## src/rtl/draw_pkg.sv

```systemverilog
// Shared types and screen geometry for the draw command scheduler.
// Optional feature macro used by draw_sched: DRAW_SCHED_CLIP_EN.
package draw_pkg;

    localparam int SCREEN_W = 160;
    localparam int SCREEN_H = 120;

    typedef enum logic {
        OP_FILL = 1'b0,
        OP_CIRC = 1'b1
    } draw_op_t;

    typedef struct packed {
        draw_op_t    op;
        logic [2:0]  colour;
        logic [7:0]  cx;
        logic [6:0]  cy;
        logic [7:0]  radius;
    } draw_cmd_t;

    typedef enum logic [1:0] {
        IDLE     = 2'd0,
        RUN_FILL = 2'd1,
        RUN_CIRC = 2'd2,
        RELEASE  = 2'd3
    } draw_state_t;

endpackage

```

## src/rtl/draw_cmd_fifo.sv

```systemverilog
// Show-ahead command FIFO: the head entry is visible combinationally so the
// scheduler can pop it into its command register on the same edge.
module draw_cmd_fifo
    import draw_pkg::*;
#(
    parameter int DEPTH = 4
) (
    input  logic      clk,
    input  logic      rst_n,
    input  logic      push,
    input  draw_cmd_t push_data,
    input  logic      pop,
    output draw_cmd_t head,
    output logic      full,
    output logic      empty
);

    localparam int AW = $clog2(DEPTH);

    // Pointers carry one extra wrap bit to tell full from empty.
    logic [AW:0] wr_ptr_reg;
    logic [AW:0] rd_ptr_reg;
    draw_cmd_t   mem [DEPTH];

    always_ff @(posedge clk or negedge rst_n) begin
        if (!rst_n) begin
            wr_ptr_reg <= '0;
            rd_ptr_reg <= '0;
        end else begin
            if (push) wr_ptr_reg <= wr_ptr_reg + 1'b1;
            if (pop)  rd_ptr_reg <= rd_ptr_reg + 1'b1;
        end
    end

    always_ff @(posedge clk) begin
        if (push) mem[wr_ptr_reg[AW-1:0]] <= push_data;
    end

    assign head  = mem[rd_ptr_reg[AW-1:0]];
    assign empty = (wr_ptr_reg == rd_ptr_reg);
    assign full  = (wr_ptr_reg[AW] != rd_ptr_reg[AW]) &&
                   (wr_ptr_reg[AW-1:0] == rd_ptr_reg[AW-1:0]);

endmodule

```

## src/rtl/draw_sched.sv

```systemverilog
// Draw command scheduler: queues fill/circle commands, runs one engine at a
// time with a held start/done handshake and muxes its pixels to the VGA port.
// Optional: define DRAW_SCHED_CLIP_EN to suppress off-screen plots.
module draw_sched
    import draw_pkg::*;
#(
    parameter int DEPTH = 4
) (
    input  logic       clk,
    input  logic       rst_n,
    input  logic       cmd_valid,
    output logic       cmd_ready,
    input  logic       cmd_op,
    input  logic [2:0] cmd_colour,
    input  logic [7:0] cmd_cx,
    input  logic [6:0] cmd_cy,
    input  logic [7:0] cmd_radius,
    output logic       fill_start,
    output logic [2:0] fill_colour,
    input  logic       fill_done,
    input  logic       fill_vga_plot,
    input  logic [7:0] fill_vga_x,
    input  logic [6:0] fill_vga_y,
    input  logic [2:0] fill_vga_colour,
    output logic       circ_start,
    output logic [7:0] circ_centre_x,
    output logic [6:0] circ_centre_y,
    output logic [7:0] circ_radius,
    output logic [2:0] circ_colour,
    input  logic       circ_done,
    input  logic       circ_vga_plot,
    input  logic [7:0] circ_vga_x,
    input  logic [6:0] circ_vga_y,
    input  logic [2:0] circ_vga_colour,
    output logic [7:0] vga_x,
    output logic [6:0] vga_y,
    output logic [2:0] vga_colour,
    output logic       vga_plot,
    output logic       cmd_done,
    output logic       busy
);

    draw_state_t state_reg, state_next;
    draw_cmd_t   cur_reg;
    draw_cmd_t   push_cmd;
    draw_cmd_t   head;
    logic        fifo_full, fifo_empty;
    logic        push, pop;
    logic        fill_start_reg, circ_start_reg, cmd_done_reg;
    logic        active_done;
    logic        plot_raw;

    always_comb begin
        push_cmd        = '0;
        push_cmd.op     = draw_op_t'(cmd_op);
        push_cmd.colour = cmd_colour;
        push_cmd.cx     = cmd_cx;
        push_cmd.cy     = cmd_cy;
        push_cmd.radius = cmd_radius;
    end

    assign cmd_ready = !fifo_full;
    assign push      = cmd_valid && !fifo_full;
    assign pop       = (state_reg == IDLE) && !fifo_empty;

    draw_cmd_fifo #(.DEPTH(DEPTH)) u_fifo (
        .clk       (clk),
        .rst_n     (rst_n),
        .push      (push),
        .push_data (push_cmd),
        .pop       (pop),
        .head      (head),
        .full      (fifo_full),
        .empty     (fifo_empty)
    );

    // The running command's op selects whose done we listen to, also in RELEASE.
    assign active_done = (cur_reg.op == OP_CIRC) ? circ_done : fill_done;

    always_ff @(posedge clk or negedge rst_n) begin
        if (!rst_n) begin
            state_reg      <= IDLE;
            cur_reg        <= '0;
            fill_start_reg <= 1'b0;
            circ_start_reg <= 1'b0;
            cmd_done_reg   <= 1'b0;
        end else begin
            state_reg      <= state_next;
            if (pop) cur_reg <= head;
            fill_start_reg <= (state_next == RUN_FILL);
            circ_start_reg <= (state_next == RUN_CIRC);
            cmd_done_reg   <= (state_reg == RELEASE) && !active_done;
        end
    end

    always_comb begin
        state_next = state_reg;
        unique case (state_reg)
            IDLE: begin
                if (!fifo_empty)
                    state_next = (head.op == OP_CIRC) ? RUN_CIRC : RUN_FILL;
            end
            RUN_FILL, RUN_CIRC: begin
                if (active_done) state_next = RELEASE;
            end
            RELEASE: begin
                if (!active_done) state_next = IDLE;
            end
            default: state_next = IDLE;
        endcase
    end

    always_comb begin
        fill_start    = fill_start_reg;
        circ_start    = circ_start_reg;
        cmd_done      = cmd_done_reg;
        fill_colour   = cur_reg.colour;
        circ_colour   = cur_reg.colour;
        circ_centre_x = cur_reg.cx;
        circ_centre_y = cur_reg.cy;
        circ_radius   = cur_reg.radius;
        busy          = (state_reg != IDLE) || !fifo_empty;
        vga_x         = '0;
        vga_y         = '0;
        vga_colour    = '0;
        plot_raw      = 1'b0;
        if (state_reg != IDLE) begin
            if (cur_reg.op == OP_CIRC) begin
                vga_x      = circ_vga_x;
                vga_y      = circ_vga_y;
                vga_colour = circ_vga_colour;
                plot_raw   = circ_vga_plot;
            end else begin
                vga_x      = fill_vga_x;
                vga_y      = fill_vga_y;
                vga_colour = fill_vga_colour;
                plot_raw   = fill_vga_plot;
            end
        end
    end

`ifdef DRAW_SCHED_CLIP_EN
    assign vga_plot = plot_raw && (vga_x < 8'(SCREEN_W)) && (vga_y < 7'(SCREEN_H));
`else
    assign vga_plot = plot_raw;
`endif

endmodule
```

## config.mk

```make
export PLATFORM = sky130hd
export DESIGN_NAME = draw_sched
export DESIGN_NICKNAME = d
export VERILOG_FILES = /design/src/rtl/draw_pkg.sv /design/src/rtl/draw_cmd_fifo.sv /design/src/rtl/draw_sched.sv
export SDC_FILE = /design/constraint.sdc
export NUM_CORES = 1
export LEC_CHECK = 0
export BUFFER_PORTS_ARGS = -buffer_cell sky130_fd_sc_hd__buf_2
export CAP_MARGIN = 20
export CORE_MARGIN = 5
export CORE_UTILIZATION = 37
export DETAILED_ROUTE_END_ITERATION = 8
export SETUP_SLACK_MARGIN = 0.4
export SLEW_MARGIN = 20
export SYNTH_ARGS = -nofsm -noshare
export SYNTH_HDL_FRONTEND = slang
export SYNTH_HIERARCHICAL = 1
export SYNTH_SLANG_ARGS = --single-unit
```

## constraint.sdc

```tcl
create_clock -name clk -period 2.9 [get_ports clk]
set_clock_uncertainty 0.1 [all_clocks]
set_input_delay 0.58 -clock clk [delete_from_list [all_inputs] [get_ports clk]]
set_output_delay 0.58 -clock clk [all_outputs]
set_load 0.005 [all_outputs]
```

==> impl_metrics.ini, run 1 <==
[floorplan]
die_area_sq_um = 18900
ios = 123
die_height_um = 137
fp-row-count = 46
core_sq_um = 15900
initial_core_util_pct = 37.8
die_x_um = 137

[route]
wl_met2_um = 5700
wl_met1_um = 4640
maxUsedRoutingLayer = met5
routed_wl_um = 11600
postRouteAntennaNets = 0
drt_iter0_markers = 145
vias = 3070
wl_met3_um = 1080
drc = 0
viasPerCell = 4.67
firstDrtPassIters = 4
wl_per_cell_um = 17.7

[place]
io_buffer_count = 122
place_congestion = 0.634
dpl.hpwl_um = 7680
dp_cells = 626
dp_slack_ns = 0.702

[min_path]
hold_path.class = input pin to asynchronous set/reset pin

[synth]
seq_area_frac_synth_pct = 69.9
syn_inst = 321
synth_common_cells = edfxtp_1 (108), dfrtp_1 (38), buf_4 (31)
synth_ff_type = edfxtp_1
synthTopCellsByArea = edfxtp_1 (54%), dfrtp_1 (16%), mux4_2 (10%), mux2_2 (4.9%), buf_4 (3.9%)
synth_cell_types = 28
yosysMostFrequentCell = edfxtp_1
netlist.area_leader.share_pct = 54.1
syn-cell-area_sq_um = 6000
synthArstFlopShare_pct = 26.0
synth_nets = 396
synth-edff-count = 108
synth_top_area_cell = edfxtp_1
yosys_warnings = 6
ys_ff_latch = 146
syn_avg_cell_area_sq_um = 18.7

[clocking]
cts-root-buf = clkbuf_16
clk_pin_slew_ns = 0.06
cts_buffers = 17
post-cts-setup-buffers = 0
cts_hold_buf = 0
cts.repair.resized = 1
clkLatencyLatePin_ns = 0.41
cts.path.max_buffers = 2
h-tree-depth = 4
cts.sinks = 146
cts_tree = done

[pwr]
pwr-share-clk_pct = 28.2
total_power_w = 0.00777
vdd_ir_drop_max_mv = 0.493
comb_power_share_pct = 31.3
power_density_nw_per_um2 = 1070
pwr-share-seq_pct = 40.5
swShare_pct = 28.2
leakagePower_nw = 2.85
p_switching_w = 0.00219
p_int_w = 0.00558

[cells_and_area]
drive_gt1_share_pct = 50.1
final_nets = 504
largest_reg_flops = 108
fin_cells = 657
diodes = 0
area_delta_synth_final_pct = 21.5

[sta]
finalSetupTns_ns = 0
fin_crit_ns = 2.31
final-setup-viol-count = 0
finalCritPeriodShare_pct = 79.6
hold_viol_final = 0
finalMaxSlewViolations = 0
layout_setup_ws_ns = 0.592
max-slew-margin-rel_pct = 60.2
fmax_mhz = 433
rsz0062_at_grt = false
tightest_slew_ns = 0.597

[critical_path]
critPathSlowestCell = dfrtp_1
reg2regPathDepth = 5
r2r_end = u_fifo/mem[0][26]$_DFFE_PP_
crit_fanout = 5
arrival_ns = 1.63
cp-start-kind = register
worstPathCellList = xor2_1 > nor3b_2 > nand2_1 > buf_2
r2r-start = u_fifo/wr_ptr_reg[0]$_DFFE_PN0P_
crit_path_end_kind = output port
crit_path_max_incr_delay_ns = 0.44
critPathKind = register to output port
critPathRequiredTime_ns = 2.22
ff2ff_setup_slack_ns = 0.65

[grt]
grt_pass1_vias = 3326
grt_overflow_total = 0
grt_max_degree = 39
grt_pass1_wl_um = 17900
antenna_found_initial = 1
grt.total_usage_pct = 13.1

[run]
cap_violations = 0

[run_status]
outcome = complete, no violations
## placed cells by master, fill, tap and decap left out, types with 2 or more instances in the layout
master	netlist	final
a22oi_1	2	2
xor2_1	5	5
inv_1	6	6
ha_1	5	5
mux4_2	27	27
mux2_1	2	2
nand2_1	3	3
dfrtp_1	38	36
nor2_1	20	20
bufinv_16	0	4
mux2i_1	20	20
a32o_1	2	2
clkbuf_16	0	17
dfrtp_2	0	2
clkinvlp_4	0	3
buf_12	1	4
buf_4	31	7
and2_2	0	4
clkbuf_1	2	2
edfxtp_1	108	108
xnor2_1	2	2
clkinv_2	0	3
buf_2	5	121
mux2_2	26	26
clkinv_1	0	2
## area by class of cell
class	instances	area, sq um
fill	1379	8600
clock buffer	19	433
inverter	6	22.5
multi-input combinational	126	1460
clock inverter	12	165
tap	216	270
sequential	146	4200
timing repair buffer	132	738
## through the flow
| step | hold slack (ns) | utilization [%] | instance area, sq um |
|---|---|---|---|
| 6_report | 0.0618 | 45.9 | 7290 |
| 3_3_place_gp | 0.374 | 42.1 | 6680 |
| 4_1_cts | 0.264 | 45.9 | 7290 |
| 5_1_grt | 0.0950 | 45.9 | 7290 |
| 3_5_place_dp | 0.377 | 42.1 | 6680 |
| 2_1_floorplan | 0.184 | - | 6000 |
## worst max-delay path, delay by kind of cell, from the launching register on
kind          cells  cell delay, ns
flops             1            0.44
xor+xnor          1            0.19
simple gates      2            0.45
buf+inv           1            0.14
## power groups by stage
stage / combinational (W) / clock (W) / sequential, W
2_1_floorplan: 0.00196 / 0 / 0.00312
3_3_place_gp: 0.00245 / 0 / 0.00316
3_5_place_dp: 0.00247 / 0 / 0.00320
4_1_cts: 0.00250 / 0.00225 / 0.00316
5_1_grt: 0.00267 / 0.00235 / 0.00322
6_report: 0.00243 / 0.00219 / 0.00315
## kinds of logic after synthesis
group	Yosys count	share of synthesized area (%)
muxes	75	18.7
DFF	146	69.9
AOI/OAI and AO/OA	5	0.667
xor gates and xnor gates	7	1.02
adders and majority gates	5	1.04
buffers and inverters	49	5.88
and+or+nand+nor	34	2.75
## worst max path at each step
stage                                          start                          end  slack (ns)  cells past startpoint
floorplan           u_fifo/rd_ptr_reg[0]$_DFFE_PN0P_   u_fifo/mem[3][0]$_DFFE_PP_        0.44                      5
global placement    u_fifo/wr_ptr_reg[0]$_DFFE_PN0P_  u_fifo/mem[0][24]$_DFFE_PP_        0.71                      5
detailed placement  u_fifo/wr_ptr_reg[0]$_DFFE_PN0P_  u_fifo/mem[0][24]$_DFFE_PP_        0.70                      5
CTS                 u_fifo/wr_ptr_reg[0]$_DFFE_PN0P_                         busy        0.55                      4
global route        u_fifo/wr_ptr_reg[0]$_DFFE_PN0P_                         busy        0.46                      4
finish              u_fifo/wr_ptr_reg[0]$_DFFE_PN0P_                         busy        0.59                      4
## routing by layer
| metal | up-vias | GRT usage, % |
|---|---|---|
| met5 | - | 0 |
| met3 | 16 | 5.11 |
| li1 | 1402 | - |
| met4 | 2 | 4.99 |
| met2 | 124 | 22.5 |
| met1 | 1526 | 14.8 |
No activity file was read; power rests on OpenSTA's default activity.
==> run 2, diff against run 1 <==
==> constraint.sdc (replaced) <==
create_clock -name clk -period 1.9 [get_ports clk]
set_clock_uncertainty 0.1 [all_clocks]
set_input_delay 0.38 -clock clk [delete_from_list [all_inputs] [get_ports clk]]
set_output_delay 0.38 -clock clk [all_outputs]
set_load 0.005 [all_outputs]
==> run 2 against run 1 <==
  * The flow now finishes with violations (setup timing)
  * Largest cell class unchanged
  * Via count is 13% higher
  * Sequential power rose by 56%
  * Power grew 99%
  * Cell count up 10%
  * Critical path type is now register to register
==> impl_metrics.ini, run 2 (synthesis results as in run 1) <==
[sta]
layout_setup_ws_ns = -0.194
finalMaxSlewViolations = 0
tightest_slew_ns = 0.527
rsz0062_at_grt = true
final-setup-viol-count = 159
hold_viol_final = 0
finalCritPeriodShare_pct = 110
whs_ns = 0.0748
fin_crit_ns = 2.09
max-slew-margin-rel_pct = 64.9
fmax_mhz = 478

[clocking]
clkLatencyLatePin_ns = 0.42
cts.sinks = 146
cts.path.max_buffers = 2
clk_pin_slew_ns = 0.06
cts-root-buf = clkbuf_16
cts_tree = done
cts_buffers = 17
h-tree-depth = 4

[route]
drt_iter0_markers = 112
routed_wl_um = 14500
postRouteAntennaNets = 0
wl_per_cell_um = 20.0
vias = 3465
drc = 0
firstDrtPassIters = 5
viasPerCell = 4.79

[run]
cap_violations = 0

[pwr]
p_switching_w = 0.00432
vdd_ir_drop_max_mv = 0.789
power_density_nw_per_um2 = 1760
leakagePower_nw = 3.56
comb_power_share_pct = 43.3
p_int_w = 0.0111
pwr-share-clk_pct = 25.0
swShare_pct = 28.0
pwr-share-seq_pct = 31.7

[floorplan]
fp-row-count = 46
ios = 123
die_height_um = 137
die_x_um = 137
die_area_sq_um = 18900
core_sq_um = 15900
initial_core_util_pct = 37.8

[critical_path]
crit_path_end_kind = register
critPathRequiredTime_ns = 2.09
arrival_ns = 2.29
critPathKind = register to register
crit_fanout = 5
cp-start-kind = register

[cells_and_area]
final_nets = 570
drive_gt1_share_pct = 60.8
diodes = 0
largest_reg_flops = 108
final_common_cell = buf_2
area_delta_synth_final_pct = 46.7
final_area_sq_um = 8800
final_cell_mix = buf_2 (122), edfxtp_1 (108), dfrtp_1 (32)

[place]
dpl.hpwl_um = 8170
place_congestion = 0.676
io_buffer_count = 122
place_area_sq_um = 7010

[grt]
grt_pass1_wl_um = 21300
grt.total_usage_pct = 15.9
antenna_found_initial = 2
grt_max_degree = 30
grt_overflow_total = 0
grt_pass1_vias = 3711

[run_status]
outcome = complete, but fails checks
violations = setup timing

[min_path]
hold_path.class = input pin to register
==> run 2: cell count changes in the layout (fill, tap and decap cells not counted), moves of 4 or more <==
| cell | delta |
|---|---|
| mux2_4 | +28 |
| buf_12 | +23 |
| buf_6 | +18 |
| xor2_1 | -4 |
| dfrtp_2 | +4 |
| buf_4 | +6 |
| and2_4 | +4 |
| dfrtp_1 | -4 |
| and2_2 | -4 |
| buf_16 | +16 |
| mux2_2 | -26 |
==> run 2: what timing repair did <==
item	CTS	global route
setup endpoints to repair	164	167
hold buffers	1	0
setup buffers	33	6
gates resized for setup	49	16
pin swaps	7	4
hold endpoints to repair	16	0
cloned	15	1
==> run 2: worst max-delay path: stages, from the launching register on <==
cell,delay (ns)
dfrtp_1,0.41
xor2_2,0.28
nor3b_4,0.08
buf_4,0.14
buf_6,0.11
nor3_4,0.15
buf_12,0.17
buf_12,0.11
buf_16,0.12
mux2_4,0.31
==> run 2: final timing paths <==
kind / from / endpoint / slack [ns] / cells after the start
worst max-delay path: u_fifo/wr_ptr_reg[1]$_DFFE_PN0P_ / circ_centre_x[0]$_DFFE_PN0P_ / -0.19 / 9
worst min-delay path: cmd_radius[0] / u_fifo/mem[0][0]$_DFFE_PP_ / 0.07 / 1
worst max register to register: u_fifo/wr_ptr_reg[1]$_DFFE_PN0P_ / circ_centre_x[0]$_DFFE_PN0P_ / -0.19 / 9
worst min register to register: circ_centre_x[1]$_DFFE_PN0P_ / circ_centre_x[1]$_DFFE_PN0P_ / 0.41 / 1
max in group asynchronous: rst_n / u_fifo/rd_ptr_reg[1]$_DFFE_PN0P_ / 0.80 / 3
min in group asynchronous: rst_n / circ_colour[1]$_DFFE_PN0P_ / 0.38 / 2
==> run 2: metrics by stage <==
step | TNS, ns | power [W] | utilization (%) | std cells | setup slack (ns)
floorplan | 0 | 0.00820 | - | 321 | 0.0791
global route | -25.04 | 0.0162 | 55.4 | 724 | -0.254
global placement | 0 | 0.00934 | 44.1 | 636 | 0.0459
detailed placement | 0 | 0.00945 | 44.1 | 636 | 0.0152
finish | -14.48 | 0.0155 | 55.4 | 724 | -0.194
CTS | -7.12 | 0.0152 | 54.4 | 717 | -0.157
==> run 2: cell type report <==
type | instances | area [sq um]
well taps | 216 | 270
clock inverters | 13 | 255
repair buffers | 198 | 1930
fillers | 1219 | 7080
flip-flops and latches | 146 | 4200
clock buffers | 19 | 433
inverters | 6 | 22.5
multi-input cells | 126 | 1690
==> run 2: power by group through the flow <==
stage	Clock [W]	Combinational, W	Sequential, W
3_5_place_dp	0	0.00453	0.00492
5_1_grt	0.00409	0.00713	0.00499
2_1_floorplan	0	0.00343	0.00477
4_1_cts	0.00390	0.00637	0.00490
3_3_place_gp	0	0.00446	0.00488
6_report	0.00387	0.00670	0.00490
==> run 2: metal layers <==
layer / share of wire (%) / vias up / global-route usage (%)
met2: 53 / 121 / 28.4
met3: 6.4 / 26 / 4.46
met5: 0.19 / - / 0
met1: 38 / 1761 / 17.7
met4: 2.2 / 4 / 6.54
li1: - / 1553 / -
==> run 3, diff against run 2 <==
--- a/config.mk
+++ b/config.mk
@@ -5,6 +5,7 @@
 export SDC_FILE = /design/constraint.sdc
 export NUM_CORES = 1
 export LEC_CHECK = 0
+export ABC_AREA = 1
 export BUFFER_PORTS_ARGS = -buffer_cell sky130_fd_sc_hd__buf_2
 export CAP_MARGIN = 20
 export CORE_MARGIN = 5
==> run 3 against run 2 <==
  * The run still ends with setup timing left
  * Synthesized cell count grew 94%
  * Sequential share of layout area shrank 2.1 points
  * Cell area grew 4.4%
  * Critical path type is now register to output port
==> impl_metrics.ini, run 3 <==
[synth]
synthAdderAreaFrac_pct = 0.951
synthTopCellsByArea = edfxtp_1 (49%), dfrtp_1 (14%), nand2_1 (14%), o211ai_2 (5.1%), inv_1 (4.2%)
syn-cell-area_sq_um = 6580
yosys_warnings = 6
synthArstFlopShare_pct = 26.0
yosysMostFrequentCell = nand2_1
synth_cell_types = 21
yosys.area_share.simple_pct = 15.0
synthMuxAreaShare_pct = 0
synth-edff-count = 108
synth_top_area_cell = edfxtp_1
synth_common_cells = nand2_1 (242), edfxtp_1 (108), inv_1 (73)
netlist.area_leader.share_pct = 49.3
seq_area_frac_synth_pct = 63.8
synth_nets = 698
synth_compound_area_share_pct = 8.98
ys_ff_latch = 146
synth_ff_type = edfxtp_1
synth_top_family_by_area = simple AND/OR/NAND/NOR gates
syn_inst = 623
synth_xor_area_share_pct = 0.799
syn_avg_cell_area_sq_um = 10.6

[clocking]
cts.path.max_buffers = 2
cts_tree = done
cts-root-buf = clkbuf_16
clkLatencyLatePin_ns = 0.42
cts_buffers = 17
cts.sinks = 146
h-tree-depth = 4
clk_pin_slew_ns = 0.06

[pwr]
pwr-share-clk_pct = 22.0
total_power_w = 0.0159
p_switching_w = 0.00575
swShare_pct = 36.2
leakagePower_nw = 4.24
vdd_ir_drop_max_mv = 0.821
pwr-share-seq_pct = 30.3
p_int_w = 0.0101
power_density_nw_per_um2 = 1730
comb_power_share_pct = 47.7

[grt]
grt_overflow_total = 0
grt_pass1_vias = 4973
antenna_found_initial = 0
grt.total_usage_pct = 16.8
grt_pass1_wl_um = 26300
grt_max_degree = 33

[cells_and_area]
drive_gt1_share_pct = 43.0
final_common_cell = nand2_1
area_delta_synth_final_pct = 39.7
diodes = 0
final_cell_mix = nand2_1 (205), buf_2 (121), edfxtp_1 (108)
final_nets = 858
largest_reg_flops = 108

[route]
drt_iter0_markers = 240
firstDrtPassIters = 4
viasPerCell = 4.72
postRouteAntennaNets = 0
wl_per_cell_um = 17.1
drc = 0
routed_wl_um = 17400
vias = 4818

[sta]
final-setup-viol-count = 29
finalCritPeriodShare_pct = 103
fin_crit_ns = 1.95
fmax_mhz = 512
hold_viol_final = 0
finalSetupTns_ns = -0.412
rsz0062_at_grt = true
layout_setup_ws_ns = -0.0513
finalMaxSlewViolations = 0
tightest_slew_ns = 0.454
max-slew-margin-rel_pct = 69.7

[critical_path]
critPathRequiredTime_ns = 1.42
ff2ff_setup_slack_ns = -0.03
crit_path_end_kind = output port
cp-start-kind = register
arrival_ns = 1.47
critPathKind = register to output port
crit_fanout = 2

[place]
place_congestion = 0.852
io_buffer_count = 122
dpl.hpwl_um = 10200
dp_slack_ns = 0.0445

[floorplan]
die_height_um = 143
fp-row-count = 48
die_area_sq_um = 20500
core_sq_um = 17400
ios = 123
initial_core_util_pct = 37.9
die_x_um = 143

[run]
cap_violations = 0

[run_status]
violations = setup timing
outcome = complete, but fails checks

[min_path]
hold_path.class = input pin to register
[run 3: cell count changes in the layout (fill, tap and decap cells not counted), moves of 11 or more]
cell,previous run,this run
mux2_4,28,0
nor2_1,19,3
nand2_4,1,21
mux4_2,27,0
nand2_1,1,205
inv_1,6,64
o21ai_1,0,12
o21ai_2,1,15
o211ai_2,0,27
nand2_2,1,17
mux2i_1,17,0
buf_12,27,16
[run 3: cell type report]
| type | instances | area, sq um |
|---|---|---|
| fill | 1489 | 8170 |
| inverter | 76 | 320 |
| multi-input combinational | 345 | 2060 |
| tap | 225 | 282 |
| clock buffer | 20 | 437 |
| clock inverter | 12 | 183 |
| timing repair buffer | 196 | 1700 |
| sequential | 146 | 4200 |
| timing repair inverter | 1 | 8.76 |
[run 3: logic make-up after synthesis]
group	Yosys count
and+or+nand+nor	257
DFF	146
buffers and inverters	132
AOI/OAI and AO/OA	77
xor gates and xnor gates	6
adders and majority gates	5
[run 3: layer usage]
layer  routed length (um)  global-route usage [%]  vias up  part of all wire, %
li1                     -                       -     2312                    -
met1                 7120                    20.4     2325                   41
met2                 8930                    29.5      156                   51
met3                 1090                    4.06       25                  6.2
met4                  299                    5.55        0                  1.7
met5                    0                       0        -                    0
[run 3: final timing paths]
| path | from | to | cells after the start |
|---|---|---|---|
| hold / removal | cmd_cx[7] | u_fifo/mem[1][22]$_DFFE_PP_ | 1 |
| setup / recovery | u_fifo/rd_ptr_reg[1]$_DFFE_PN0P_ | busy | 5 |
| max in group asynchronous | rst_n | u_fifo/rd_ptr_reg[0]$_DFFE_PN0P_ | 3 |
| setup reg to reg | u_fifo/rd_ptr_reg[1]$_DFFE_PN0P_ | u_fifo/mem[3][19]$_DFFE_PP_ | 9 |
| hold reg to reg | circ_centre_x[6]$_DFFE_PN0P_ | circ_centre_x[6]$_DFFE_PN0P_ | 2 |
| min in group asynchronous | rst_n | circ_radius[3]$_DFFE_PN0P_ | 2 |
[run 3: metrics by stage]
stage / std cells / cell area (sq um) / hold slack (ns) / utilization [%]
floorplan: 623 / 6660 / -0.0156 / -
global placement: 939 / 7390 / 0.263 / 42.6
detailed placement: 939 / 7390 / 0.267 / 42.6
CTS: 1004 / 8720 / 0.0747 / 50.2
global route: 1021 / 9190 / 0.0772 / 53.0
finish: 1021 / 9190 / 0.0851 / 53.0
[run 3: what timing repair did]
item                                    in CTS  in global routing
cloned                                      10                  3
endpoints found under the setup margin     163                168
gates resized for setup                     82                 99
hold endpoints to repair                    14                  0
hold buffers                                 1                  0
buffers inserted                            22                 14
pin swaps                                   19                 24
[run 3: power by group through the flow]
stage               Clock [W]  Sequential [W]  Combinational, W
detailed placement          0         0.00483           0.00492
CTS                   0.00353         0.00476           0.00667
floorplan                   0         0.00476           0.00372
finish                0.00349         0.00481           0.00757
global placement            0         0.00481           0.00483
global route          0.00372         0.00489           0.00822
[run 3: critical path: stages (launching register included)]
cell and delay (ns):
dfrtp_1 0.42, xnor2_2 0.23, nand2_4 0.09, nor2_4 0.12, nand2_1 0.06, buf_2 0.13
